File: src/rtl/mac_pe_acc.sv
// Systolic-array MAC processing element: forwards operands east/south and
// accumulates signed products over windows of K_DEPTH valid samples.
module mac_pe_acc #(
    parameter int DATA_W   = 8,
    parameter int ACC_W    = 20,
    parameter int K_DEPTH  = 4,
    parameter int SATURATE = 1
) (
    input  logic                           i_clk,
    input  logic                           i_rst_n,
    input  logic                           i_valid,
    input  logic signed [DATA_W-1:0]       i_a,
    input  logic signed [DATA_W-1:0]       i_b,
    input  logic                           i_clear,
    output logic signed [DATA_W-1:0]       o_x,
    output logic signed [DATA_W-1:0]       o_y,
    output logic                           o_valid,
    output logic signed [ACC_W-1:0]        o_out,
    output logic                           o_out_valid,
    output logic [$clog2(K_DEPTH+1)-1:0]   o_transaction_cnt,
    output logic                           o_sat
);

    localparam int CNT_W = $clog2(K_DEPTH + 1);
    localparam logic [CNT_W-1:0] LAST_CNT = CNT_W'(K_DEPTH - 1);
    localparam logic signed [ACC_W-1:0] ACC_MAX = {1'b0, {(ACC_W-1){1'b1}}};
    localparam logic signed [ACC_W-1:0] ACC_MIN = {1'b1, {(ACC_W-1){1'b0}}};

    typedef enum logic {
        IDLE  = 1'b0,
        ACCUM = 1'b1
    } state_t;

    state_t                    state_reg, state_next;
    logic signed [ACC_W-1:0]   acc_reg, acc_next;
    logic [CNT_W-1:0]          cnt_reg, cnt_next;
    logic signed [ACC_W-1:0]   out_reg, out_next;
    logic                      out_valid_reg, out_valid_next;
    logic                      sat_reg, sat_next;

    logic signed [2*DATA_W-1:0] prod;
    logic signed [ACC_W:0]      prod_ext;
    logic signed [ACC_W:0]      sum;
    logic signed [ACC_W-1:0]    res;
    logic                       ovf;

    // Both addends fit in ACC_W bits, so one guard bit makes the sum exact.
    assign prod     = i_a * i_b;
    assign prod_ext = (ACC_W+1)'(prod);
    assign sum      = (ACC_W+1)'(acc_reg) + prod_ext;
    assign ovf      = sum[ACC_W] ^ sum[ACC_W-1];

    generate
        if (SATURATE != 0) begin : g_sat
            always_comb begin
                res = sum[ACC_W-1:0];
                if (ovf) begin
                    res = sum[ACC_W] ? ACC_MIN : ACC_MAX;
                end
            end
        end else begin : g_wrap
            assign res = sum[ACC_W-1:0];
        end
    endgenerate

    always_comb begin
        state_next     = state_reg;
        acc_next       = acc_reg;
        cnt_next       = cnt_reg;
        out_next       = out_reg;
        out_valid_next = 1'b0;
        sat_next       = sat_reg;

        if (i_clear) begin
            sat_next = 1'b0;
            if (i_valid && (K_DEPTH == 1)) begin
                out_next       = prod_ext[ACC_W-1:0];
                out_valid_next = 1'b1;
                acc_next       = '0;
                cnt_next       = '0;
                state_next     = IDLE;
            end else if (i_valid) begin
                // The clearing sample opens a fresh window as its first sample.
                acc_next   = prod_ext[ACC_W-1:0];
                cnt_next   = CNT_W'(1);
                state_next = ACCUM;
            end else begin
                acc_next   = '0;
                cnt_next   = '0;
                state_next = IDLE;
            end
        end else if (i_valid) begin
            sat_next = sat_reg | ovf;
            if (cnt_reg == LAST_CNT) begin
                out_next       = res;
                out_valid_next = 1'b1;
                acc_next       = '0;
                cnt_next       = '0;
                state_next     = IDLE;
            end else begin
                acc_next   = res;
                cnt_next   = cnt_reg + CNT_W'(1);
                state_next = ACCUM;
            end
        end
    end

    always_ff @(posedge i_clk) begin
        if (!i_rst_n) begin
            state_reg     <= IDLE;
            acc_reg       <= '0;
            cnt_reg       <= '0;
            out_reg       <= '0;
            out_valid_reg <= 1'b0;
            sat_reg       <= 1'b0;
        end else begin
            state_reg     <= state_next;
            acc_reg       <= acc_next;
            cnt_reg       <= cnt_next;
            out_reg       <= out_next;
            out_valid_reg <= out_valid_next;
            sat_reg       <= sat_next;
        end
    end

    // Operand forwarding ignores i_clear so neighbours see an unbroken stream.
    always_ff @(posedge i_clk) begin
        if (!i_rst_n) begin
            o_x     <= '0;
            o_y     <= '0;
            o_valid <= 1'b0;
        end else begin
            o_valid <= i_valid;
            if (i_valid) begin
                o_x <= i_a;
                o_y <= i_b;
            end
        end
    end

    assign o_out             = out_reg;
    assign o_out_valid       = out_valid_reg;
    assign o_transaction_cnt = cnt_reg;
    assign o_sat             = sat_reg;

endmodule

File: config.mk
export PLATFORM = sky130hd
export DESIGN_NAME = mac_pe_acc
export DESIGN_NICKNAME = d
export VERILOG_FILES = /design/src/rtl/mac_pe_acc.sv
export SDC_FILE = /design/constraint.sdc
export NUM_CORES = 1
export LEC_CHECK = 0
export CAP_MARGIN = 20
export CORE_MARGIN = 3
export CORE_UTILIZATION = 50
export DETAILED_ROUTE_END_ITERATION = 6
export HOLD_SLACK_MARGIN = 0.12
export PLACE_DENSITY = 0.81
export SLEW_MARGIN = 20
export SYNTH_ARGS = -nofsm -noshare
export SYNTH_HDL_FRONTEND = slang
export SYNTH_SLANG_ARGS = --single-unit
File: constraint.sdc
create_clock -name i_clk -period 18.6 [get_ports i_clk]
set_input_delay 5.58 -clock i_clk [delete_from_list [all_inputs] [get_ports i_clk]]
set_output_delay 5.58 -clock i_clk [all_outputs]
set_load 0.02 [all_outputs]
==> metrics.md <==
| Metric | Value |
|---|---|
| Status | complete, no violations |
| Total CTS buffers | 9 |
| Fin crit share | 71.2% |
| Num ports | 62 |
| CTS max path bufs | 2 |
| Starting Density | 51.9% |
| Max-slew headroom | 31.9% |
| Fraction of layout cells with a size suffix above 1 | 5.86% |
| CP Class | input port to flop |
| Final WL | 14.8 mm |
| CTS Sinks | 62 |
| Critical Path AT | 13410 ps |
| Hold/Removal Path Class | flop to flop |
| RSZ-0062 raised after global routing | false |
| CTS H-Tree Depth | 3 |
| Clock root buffer | clkbuf_16 |
| Worst-Margin Slew | 1020 ps |
| Worst setup EP type | flop |
| Die ar. | 13400 um2 |
| Area of the multi-input gates | 4320 um2 |
| Post-layout minimum cycle time | 13240 ps |
| DP HPWL | 11.5 mm |
| Syn_nets | 817 |
| Post-CTS sizing | 0 |
| Worst skew pair latency | 330 ps |
| Grt total ovfl | 0 |
| Post-DP Area | 6780 um2 |
| Distinct cells, synth | 64 |
| Hold Fails Final Rpt | 0 |
| CORE AREA | 11600 um2 |
| Maxcap violations | 0 |
| Gr usage total | 22.7% |
| FF+latch area | 1240 um2 |
| Endpoints failing setup | 0 |
| Synth warn | 0 |
| Leading area contributor after synthesis | dfxtp_1 |
| Setup Buffers After CTS | 0 |
| Yosys reg bits | 62 |
| Cell Rows | 39 |
| Count of nets after finishing | 876 |
| Syn Inst Count | 688 |
| Post-route cell area | 7100 um2 |
| Non-filler cells, final | 894 |
| Antenna diode count | 0 |
| Synth cell count leaders | 101 x inv_1, 62 x dfxtp_1, 56 x fa_1 |
| Clk pin slew, worst setup/hold paths | 50 ps |
| Average wire per standard cell | 16.6 um |
| Initial antenna violation count | 0 |
| First-pass GRT wire length | 24.4 mm |
| Setup TNS | 0 ps |
| Required @ worst endpoint | 18770 ps |
| EDFF count, synth | 0 |
| Share of the synthesized area in the top cell type | 20.6% |
| Max Slew Vio Count | 0 |
| TritonCTS clock tree | built |
| Drt pass-1 iters | 5 |
| I/O Buffers | 61 |
| Residual DRC count | 0 |
| Dominant synthesized flop cell | dfxtp_1 |
| Die Width | 116 um |
| DR vias/cell | 5.73 |
| Overall die height | 116 um |
| GPL Wtd Cong | 0.934 |
| Syn Area/Cell | 8.76 um2 |
| DRT iter0 DRCs | 292 |
| Synth Cell Area | 6030 um2 |
| Vias in the first global route | 5175 |
| Seq/Total Area, Yosys | 20.6% |
| Setup crit start kind | input port |
| Clk_skew | 2.28 ps |
| Largest net degree at the start of global routing | 27 |
| Area growth, synth to finish | 17.8% |
| Routed Antenna Nets | 0 |
| Via count | 5127 |
| Dpl cells | 879 |
| Top cells by area, synth | dfxtp_1 21%, fa_1 19%, ha_1 11%, inv_1 6.3%, and2_1 5.1% |
| Cts hold-fix bufs | 0 |
| Worst Path Max Fanout | 14 |
| Count leader, synth | inv_1 |
| Fillers | 992 |
| FMAX | 75.5 MHz |
| Asr flop ratio synth | 0% |
## worst max-delay path, stage by stage
cell,delay (ps)
clkdlybuf4s50_1,570
and2_1,260
ha_1,420
inv_1,150
fa_1,550
inv_1,50
fa_1,470
inv_1,50
fa_1,520
inv_1,40
ha_1,320
o21ai_0,280
a21boi_0,160
a2111oi_0,700
o31ai_1,210
xnor2_1,630
ha_1,410
nand2_1,120
o211a_1,160
o21bai_1,70
a2111oi_1,490
o32ai_1,170
buf_4,210
and3_1,380
a21oi_1,290
o221ai_1,140
## kinds of logic (layout without fill, tap and decap cells)
group / Yosys count / count (layout) / synth area share [%]
flops: 62 / 62 / 20.6
xor+xnor: 32 / 32 / 4.65
simple gates: 177 / 177 / 15.1
buf+inv: 120 / 183 / 7.72
mux: 19 / 19 / 3.17
fa+ha+maj: 111 / 111 / 29.9
compound gates: 167 / 167 / 18.9
## final cells by class
| cell class | instances | share of cell area [%] |
|---|---|---|
| Multi-Input combinational cell | 506 | 60.9 |
| Sequential cell | 62 | 17.5 |
| Timing Repair Buffer | 67 | 9.23 |
| Inverter | 101 | 5.34 |
| Clock buffer | 12 | 3.61 |
| Tap cell | 143 | 2.52 |
| Clock inverter | 3 | 0.951 |
## placed cells by master (no fill, tap or decap), drive strengths merged, types with 5 or more instances in the layout
cell type and instances:
a211oi 9, ha 53, o21bai 5, o22ai 11, and2 50, clkdlybuf4s50 61, a21oi 32, a21o 12
nor2b 10, mux2i 18, nand3 7, fa 56, nand2 39, xor2 6, dfxtp 62, xnor2 26
clkbuf 12, nor3 6, o21ai 47, buf 6, a31oi 7, inv 101, nor2 52, a22oi 13
## stage by stage
stage / util (%) / setup WS (ps) / hold WS, ps
6_report: 61.2 / 5360 / 449
5_1_grt: 61.2 / 4770 / 470
4_1_cts: 61.2 / 5440 / 449
3_5_place_dp: 58.4 / 5170 / 442
3_3_place_gp: 58.4 / 5330 / 435
2_1_floorplan: - / 6870 / 460
## final timing paths
kind	slack, ps	start	cells past startpoint	end
max	5360	i_a[7]	26	acc_reg[15]$_SDFFE_PN0P_
min	450	o_out[12]$_SDFFE_PN0P_	2	o_out[12]$_SDFFE_PN0P_
max reg2reg	15150	acc_reg[0]$_SDFFE_PN0P_	11	acc_reg[15]$_SDFFE_PN0P_
min reg2reg	450	o_out[12]$_SDFFE_PN0P_	2	o_out[12]$_SDFFE_PN0P_
## layer usage
layer | GRT usage (%) | share of wire, %
met5 | 0 | 0
met4 | 8.28 | 2.8
met3 | 3.55 | 5.5
met2 | 37.1 | 48
met1 | 30.7 | 44
Power is left out: the tool's default activity adds up to more than one toggle a clock period on the data nets, which glitch-free logic cannot reach.
